### config.mk
export PLATFORM = sky130hd
export DESIGN_NAME = aes_key_whiten_stage
export DESIGN_NICKNAME = d
export VERILOG_FILES = /design/src/rtl/aes_key_whiten_stage.sv
export SDC_FILE = /design/constraint.sdc
export NUM_CORES = 1
export LEC_CHECK = 0
export BUFFER_PORTS_ARGS = -buffer_cell sky130_fd_sc_hd__buf_2
export CORE_UTILIZATION = 50
export DETAILED_ROUTE_END_ITERATION = 8
export HOLD_SLACK_MARGIN = 0.05
export PLACE_DENSITY_LB_ADDON = 0.05
export SLEW_MARGIN = 20
export SYNTH_ARGS = -nofsm -noshare
export SYNTH_HDL_FRONTEND = slang
export SYNTH_SLANG_ARGS = --single-unit
### constraint.sdc
create_clock -name clk -period 2.65 [get_ports clk]
set_input_delay 0 -clock clk [delete_from_list [all_inputs] [get_ports clk]]
set_output_delay 0 -clock clk [all_outputs]
set_load 0.01 [all_outputs]
### src/rtl/aes_key_whiten_stage.sv
// aes_key_whiten_stage
//
// AES round-0 stage that performs the initial AddRoundKey (input whitening)
// on one 128-bit block per cycle. The round-0 key is the most-significant
// 128 bits of the key bus. A sideband tag travels with each block. Blocks
// pass through a 2-deep skid structure (output register + skid register),
// so back-pressure from round 1 is absorbed without losing blocks.
//
// Handshake: a transfer happens on a rising edge where valid and ready are
// both high (accept = in_valid && in_ready, pop = out_valid && out_ready).
// A producer holds valid and its payload stable until it sees ready; ready
// may change freely. in_ready depends only on registered state and flush,
// never on out_ready.
//
// Ports
//   clk        in   clock, rising edge
//   rst        in   asynchronous active-low reset
//   in_valid   in   upstream block present
//   in_ready   out  stage can accept (no block in skid, no flush)
//   IN         in   plaintext block
//   KEY        in   cipher key, sampled with IN on accept
//   in_tag     in   sideband tag, sampled with IN
//   flush      in   synchronous flush; drops all held blocks
//   out_valid  out  OUT/out_tag hold a whitened block
//   out_ready  in   downstream accepts
//   OUT        out  IN xor round-0 key (0 when out_valid=0)
//   out_tag    out  tag of block on OUT (0 when out_valid=0)
//   blk_count  out  blocks accepted since reset, wrapping
//   state      out  debug: occupancy (0 = EMPTY, 1 = ONE, 2 = FULL)

module aes_key_whiten_stage #(
  parameter int BLOCK_LENGTH = 128,
  parameter int KEY_LENGTH   = 128,
  parameter int TAG_WIDTH    = 4,
  parameter int CNT_WIDTH    = 16
) (
  input  logic                    clk,
  input  logic                    rst,
  input  logic                    in_valid,
  output logic                    in_ready,
  input  logic [BLOCK_LENGTH-1:0] IN,
  input  logic [KEY_LENGTH-1:0]   KEY,
  input  logic [TAG_WIDTH-1:0]    in_tag,
  input  logic                    flush,
  output logic                    out_valid,
  input  logic                    out_ready,
  output logic [BLOCK_LENGTH-1:0] OUT,
  output logic [TAG_WIDTH-1:0]    out_tag,
  output logic [CNT_WIDTH-1:0]    blk_count,
  output logic [1:0]              state
);

  if (BLOCK_LENGTH != 128) begin : g_bad_block_length
    $error("aes_key_whiten_stage: BLOCK_LENGTH must be 128");
  end
  if (KEY_LENGTH != 128 && KEY_LENGTH != 256) begin : g_bad_key_length
    $error("aes_key_whiten_stage: KEY_LENGTH must be 128 or 256");
  end
  if (TAG_WIDTH < 1) begin : g_bad_tag_width
    $error("aes_key_whiten_stage: TAG_WIDTH must be at least 1");
  end

  // Encoding equals the number of blocks held, which the debug port exposes.
  typedef enum logic [1:0] {
    S_EMPTY = 2'd0,
    S_ONE   = 2'd1,
    S_FULL  = 2'd2
  } state_t;

  state_t                  state_q, state_d;
  logic [BLOCK_LENGTH-1:0] out_data_q, out_data_d;
  logic [TAG_WIDTH-1:0]    out_tag_q, out_tag_d;
  logic [BLOCK_LENGTH-1:0] skid_data_q, skid_data_d;
  logic [TAG_WIDTH-1:0]    skid_tag_q, skid_tag_d;
  logic [CNT_WIDTH-1:0]    cnt_q;

  logic                    skid_valid;
  logic                    accept;
  logic                    pop;
  logic [BLOCK_LENGTH-1:0] whitened;

  // For a 256-bit key the lower half belongs to later rounds and is unused here.
  logic unused_key_bits;
  assign unused_key_bits = ^KEY;

  assign whitened   = IN ^ KEY[KEY_LENGTH-1 -: BLOCK_LENGTH];

  assign out_valid  = (state_q != S_EMPTY);
  assign skid_valid = (state_q == S_FULL);
  assign in_ready   = !skid_valid && !flush;
  assign accept     = in_valid && in_ready;
  assign pop        = out_valid && out_ready;

  assign OUT        = out_data_q;
  assign out_tag    = out_tag_q;
  assign blk_count  = cnt_q;
  assign state      = state_q;

  always_ff @(posedge clk or negedge rst) begin
    if (!rst) begin
      state_q     <= S_EMPTY;
      out_data_q  <= '0;
      out_tag_q   <= '0;
      skid_data_q <= '0;
      skid_tag_q  <= '0;
      cnt_q       <= '0;
    end else begin
      state_q     <= state_d;
      out_data_q  <= out_data_d;
      out_tag_q   <= out_tag_d;
      skid_data_q <= skid_data_d;
      skid_tag_q  <= skid_tag_d;
      // accept is already gated by flush through in_ready.
      cnt_q       <= cnt_q + CNT_WIDTH'(accept);
    end
  end

  always_comb begin
    state_d     = state_q;
    out_data_d  = out_data_q;
    out_tag_d   = out_tag_q;
    skid_data_d = skid_data_q;
    skid_tag_d  = skid_tag_q;

    if (flush) begin
      state_d     = S_EMPTY;
      out_data_d  = '0;
      out_tag_d   = '0;
      skid_data_d = '0;
      skid_tag_d  = '0;
    end else begin
      unique case (state_q)
        S_EMPTY: begin
          if (accept) begin
            state_d    = S_ONE;
            out_data_d = whitened;
            out_tag_d  = in_tag;
          end
        end
        S_ONE: begin
          if (accept && pop) begin
            out_data_d = whitened;
            out_tag_d  = in_tag;
          end else if (accept) begin
            state_d     = S_FULL;
            skid_data_d = whitened;
            skid_tag_d  = in_tag;
          end else if (pop) begin
            state_d    = S_EMPTY;
            out_data_d = '0;
            out_tag_d  = '0;
          end
        end
        S_FULL: begin
          // in_ready is low here, so only a pop can change anything.
          if (pop) begin
            state_d     = S_ONE;
            out_data_d  = skid_data_q;
            out_tag_d   = skid_tag_q;
            skid_data_d = '0;
            skid_tag_d  = '0;
          end
        end
        default: begin
          state_d     = S_EMPTY;
          out_data_d  = '0;
          out_tag_d   = '0;
          skid_data_d = '0;
          skid_tag_d  = '0;
        end
      endcase
    end
  end

endmodule

==> flow_metrics.tcl <==
set metrics [dict create \
    row_count 63 \
    antenna_found_initial 0 \
    outcome "complete, no violations" \
    worstMarginPinSlew_ps 1100 \
    worstPathMaxFanout 78 \
    drive_gt1_frac 0.250 \
    power_density_nw_per_um2 575 \
    cap_violations 0 \
    start_kind "flip-flop" \
    cts-root-buf "clkbuf_16" \
    postLayoutCoreUtil 0.721 \
    min_path_type "primary input to async pin" \
    post_cts_buffers 0 \
    cts_buffers 34 \
    grt_max_degree 112 \
    netlist_area_um2 15100 \
    period_needed_ps 2360 \
    yosysWarnings 0 \
    ios 417 \
    yosysSeqAreaShare 0.468 \
    p_leak_nw 10.5 \
    grt_pass1_vias 13806 \
    syn-num-nets 1652 \
    viasPerCell 5.53 \
    vias 13458 \
    fmax_ghz 0.423 \
    start_util 0.509 \
    htreeDepth 2 \
    route.antenna.remaining_nets 0 \
    slowest_delay_ps 740 \
    tritoncts "done" \
    fin_skew_ps 8.31 \
    die_area_um2 30900 \
    clkTransAtPathRegs_ps 60 \
    synth_cells 1385 \
    path_buf_inv 2 \
    min_period_over_period 0.891 \
    hold_viol_final 0 \
    grt-ovfl-total 0 \
    area_delta_synth_final_pct 41.7 \
    slew_headroom 0.263 \
    slew_violations 0 \
    clock_path_buffers 3 \
    fin_tns_setup_ps 0 \
    drt_iter0_drc 812 \
    track_usage 0.294 \
    critPathCaptureType "flip-flop" \
    drc 0 \
    ir_worst_vdd_mv 0.428 \
    drtPass1Iterations 5 \
    cp.required_ps 3080 \
    hpwl_mm 25.4 \
    synth_cell_types 35 \
    totalWireLength_mm 45.4 \
    crit_chain "buf_4 -> nor3b_1 -> o21ai_1 -> a21oi_1 -> dlygate4sd3_1" \
    avgSynthCellArea_um2 10.9 \
    path_class "flip-flop to flip-flop" \
    port_buffers 416 \
    antennaDiodeCount 0 \
    place.gp.congestion 0.824 \
    core_area_um2 29600 \
    die_x_um 176 \
    timing.critical_path.arrival_ps 2800 \
    grt_setup_unrepaired "no" \
    wire_per_inst_um 18.7 \
    setup_viol 0 \
    dieHeight_um 176 \
    critPathTopFamily "buffers and inverters" \
    num-nets-final 2286 \
    clk_latency_ps 510 \
    slowest_stage "buf_4" \
    ys_ff_latch 282 \
    cts.sinks 282 \
    grt_pass1_wl_mm 72.6 \
]
-- cells by family (layout without fill, tap and decap cells) --
family | count (synthesis) | in the layout | synth area share
AO/OA/AOI/OAI | 399 | 399 | 0.208
XOR/XNOR | 143 | 143 | 0.0830
adder cells (fa/ha/maj) | 2 | 2 | 0.00166
buffers and inverters | 125 | 782 | 0.0387
flip-flops | 282 | 282 | 0.468
multiplexers | 136 | 136 | 0.101
AND/OR/NAND/NOR | 298 | 298 | 0.0993
-- placed cells by master, fill, tap and decap left out, types with 2 or more instances in the layout --
master / instances
nor3_1: 5
xor2_1: 8
ha_1: 2
nand4_1: 3
buf_12: 13
inv_1: 8
nor2b_1: 131
buf_4: 17
nor2_4: 3
nand2_1: 3
a22o_1: 132
xnor2_1: 135
dlygate4sd3_1: 268
mux2_1: 131
a21oi_1: 3
buf_2: 415
clkbuf_8: 13
o22ai_1: 4
a211oi_1: 128
dfrtp_4: 2
clkbuf_1: 3
nor2_1: 137
o21bai_1: 128
dfrtp_1: 280
clkinv_2: 5
nand3_1: 8
clkbuf_16: 37
mux2i_1: 5
-- state kept, by name, summed over array words and instances (netlist names) --
signal	count
out_tag	4
skid_data_q	128
state	2
blk_count	16
skid_tag_q	4
OUT	128
-- synth_stat cells, drive strengths merged --
cell type    n  area share
dfrtp      282        0.47
nor2       140       0.035
xnor2      135       0.078
a22o       132       0.077
mux2       131       0.098
nor2b      131       0.054
a211oi     128       0.064
o21bai     128       0.064
buf         68       0.025
clkbuf      48       0.012
inv          9      0.0022
nand3        9      0.0030
xor2         8      0.0046
mux2i        5      0.0033
nor3         5      0.0017
nand2        4     0.00099
o22ai        4      0.0017
a21oi        3     0.00099
nand4        3      0.0012
ha           2      0.0017
o21ai        2     0.00066
a22oi        1     0.00050
a2bb2oi      1     0.00058
and2         1     0.00041
and3         1     0.00041
and4         1     0.00058
nand2b       1     0.00041
nor3b        1     0.00050
nor4         1     0.00041
-- final timing paths --
| check | from | to | slack, ps | cells after the start |
|---|---|---|---|---|
| min in group clk | IN[1] | OUT[1]$_DFFE_PN0P_ | 90 | 4 |
| min | rst | OUT[51]$_DFFE_PN0P_ | 60 | 2 |
| min reg2reg | blk_count[15]$_DFF_PN0_ | blk_count[15]$_DFF_PN0_ | 470 | 1 |
| max | state[0]$_DFFE_PN0P_ | state[0]$_DFFE_PN0P_ | 290 | 5 |
| max in group asynchronous | rst | skid_data_q[60]$_DFFE_PN0P_ | 1840 | 3 |
| max reg2reg | state[0]$_DFFE_PN0P_ | state[0]$_DFFE_PN0P_ | 290 | 5 |
-- what timing repair did --
action,CTS,global route
hold buffers,268,0
endpoints found under the hold margin,548,0
resized for setup,0,0
-- report_power, final --
| group | switching, mW | total [mW] | internal [mW] |
|---|---|---|---|
| registers | 0.229 | 4.87 | 4.64 |
| logic | 1.32 | 2.73 | 1.41 |
| clock network | 1.81 | 4.70 | 2.89 |
-- routing by layer --
| layer | vias to the layer above | part of all wire | global-route usage |
|---|---|---|---|
| met5 | - | 0 | 0 |
| met3 | 103 | 0.058 | 0.0457 |
| li1 | 6213 | - | - |
| met4 | 0 | 0.029 | 0.106 |
| met2 | 501 | 0.49 | 0.497 |
| met1 | 6641 | 0.42 | 0.381 |
-- cell type report --
cell class / count / area [um^2]
flip-flops and latches: 282 / 7060
well taps: 390 / 488
inverters: 9 / 36.3
repair buffers: 714 / 5160
multi-input cells: 978 / 7480
clock buffers: 53 / 1120
clock inverters: 6 / 33.8
fillers: 2160 / 8260
-- metrics by stage --
step	hold slack, ps	setup slack (ps)	instances	power, mW	cell area (um^2)
CTS	57.2	314	2432	12.3	21400
detailed placement	8.40	358	2105	7.17	17500
finish	60.1	288	2432	12.3	21400
global route	91.8	120	2432	12.8	21400
global placement	5.12	426	2105	7.13	17500
floorplan	-296	257	1385	6.23	15100
(Power assumes the default switching activity.)
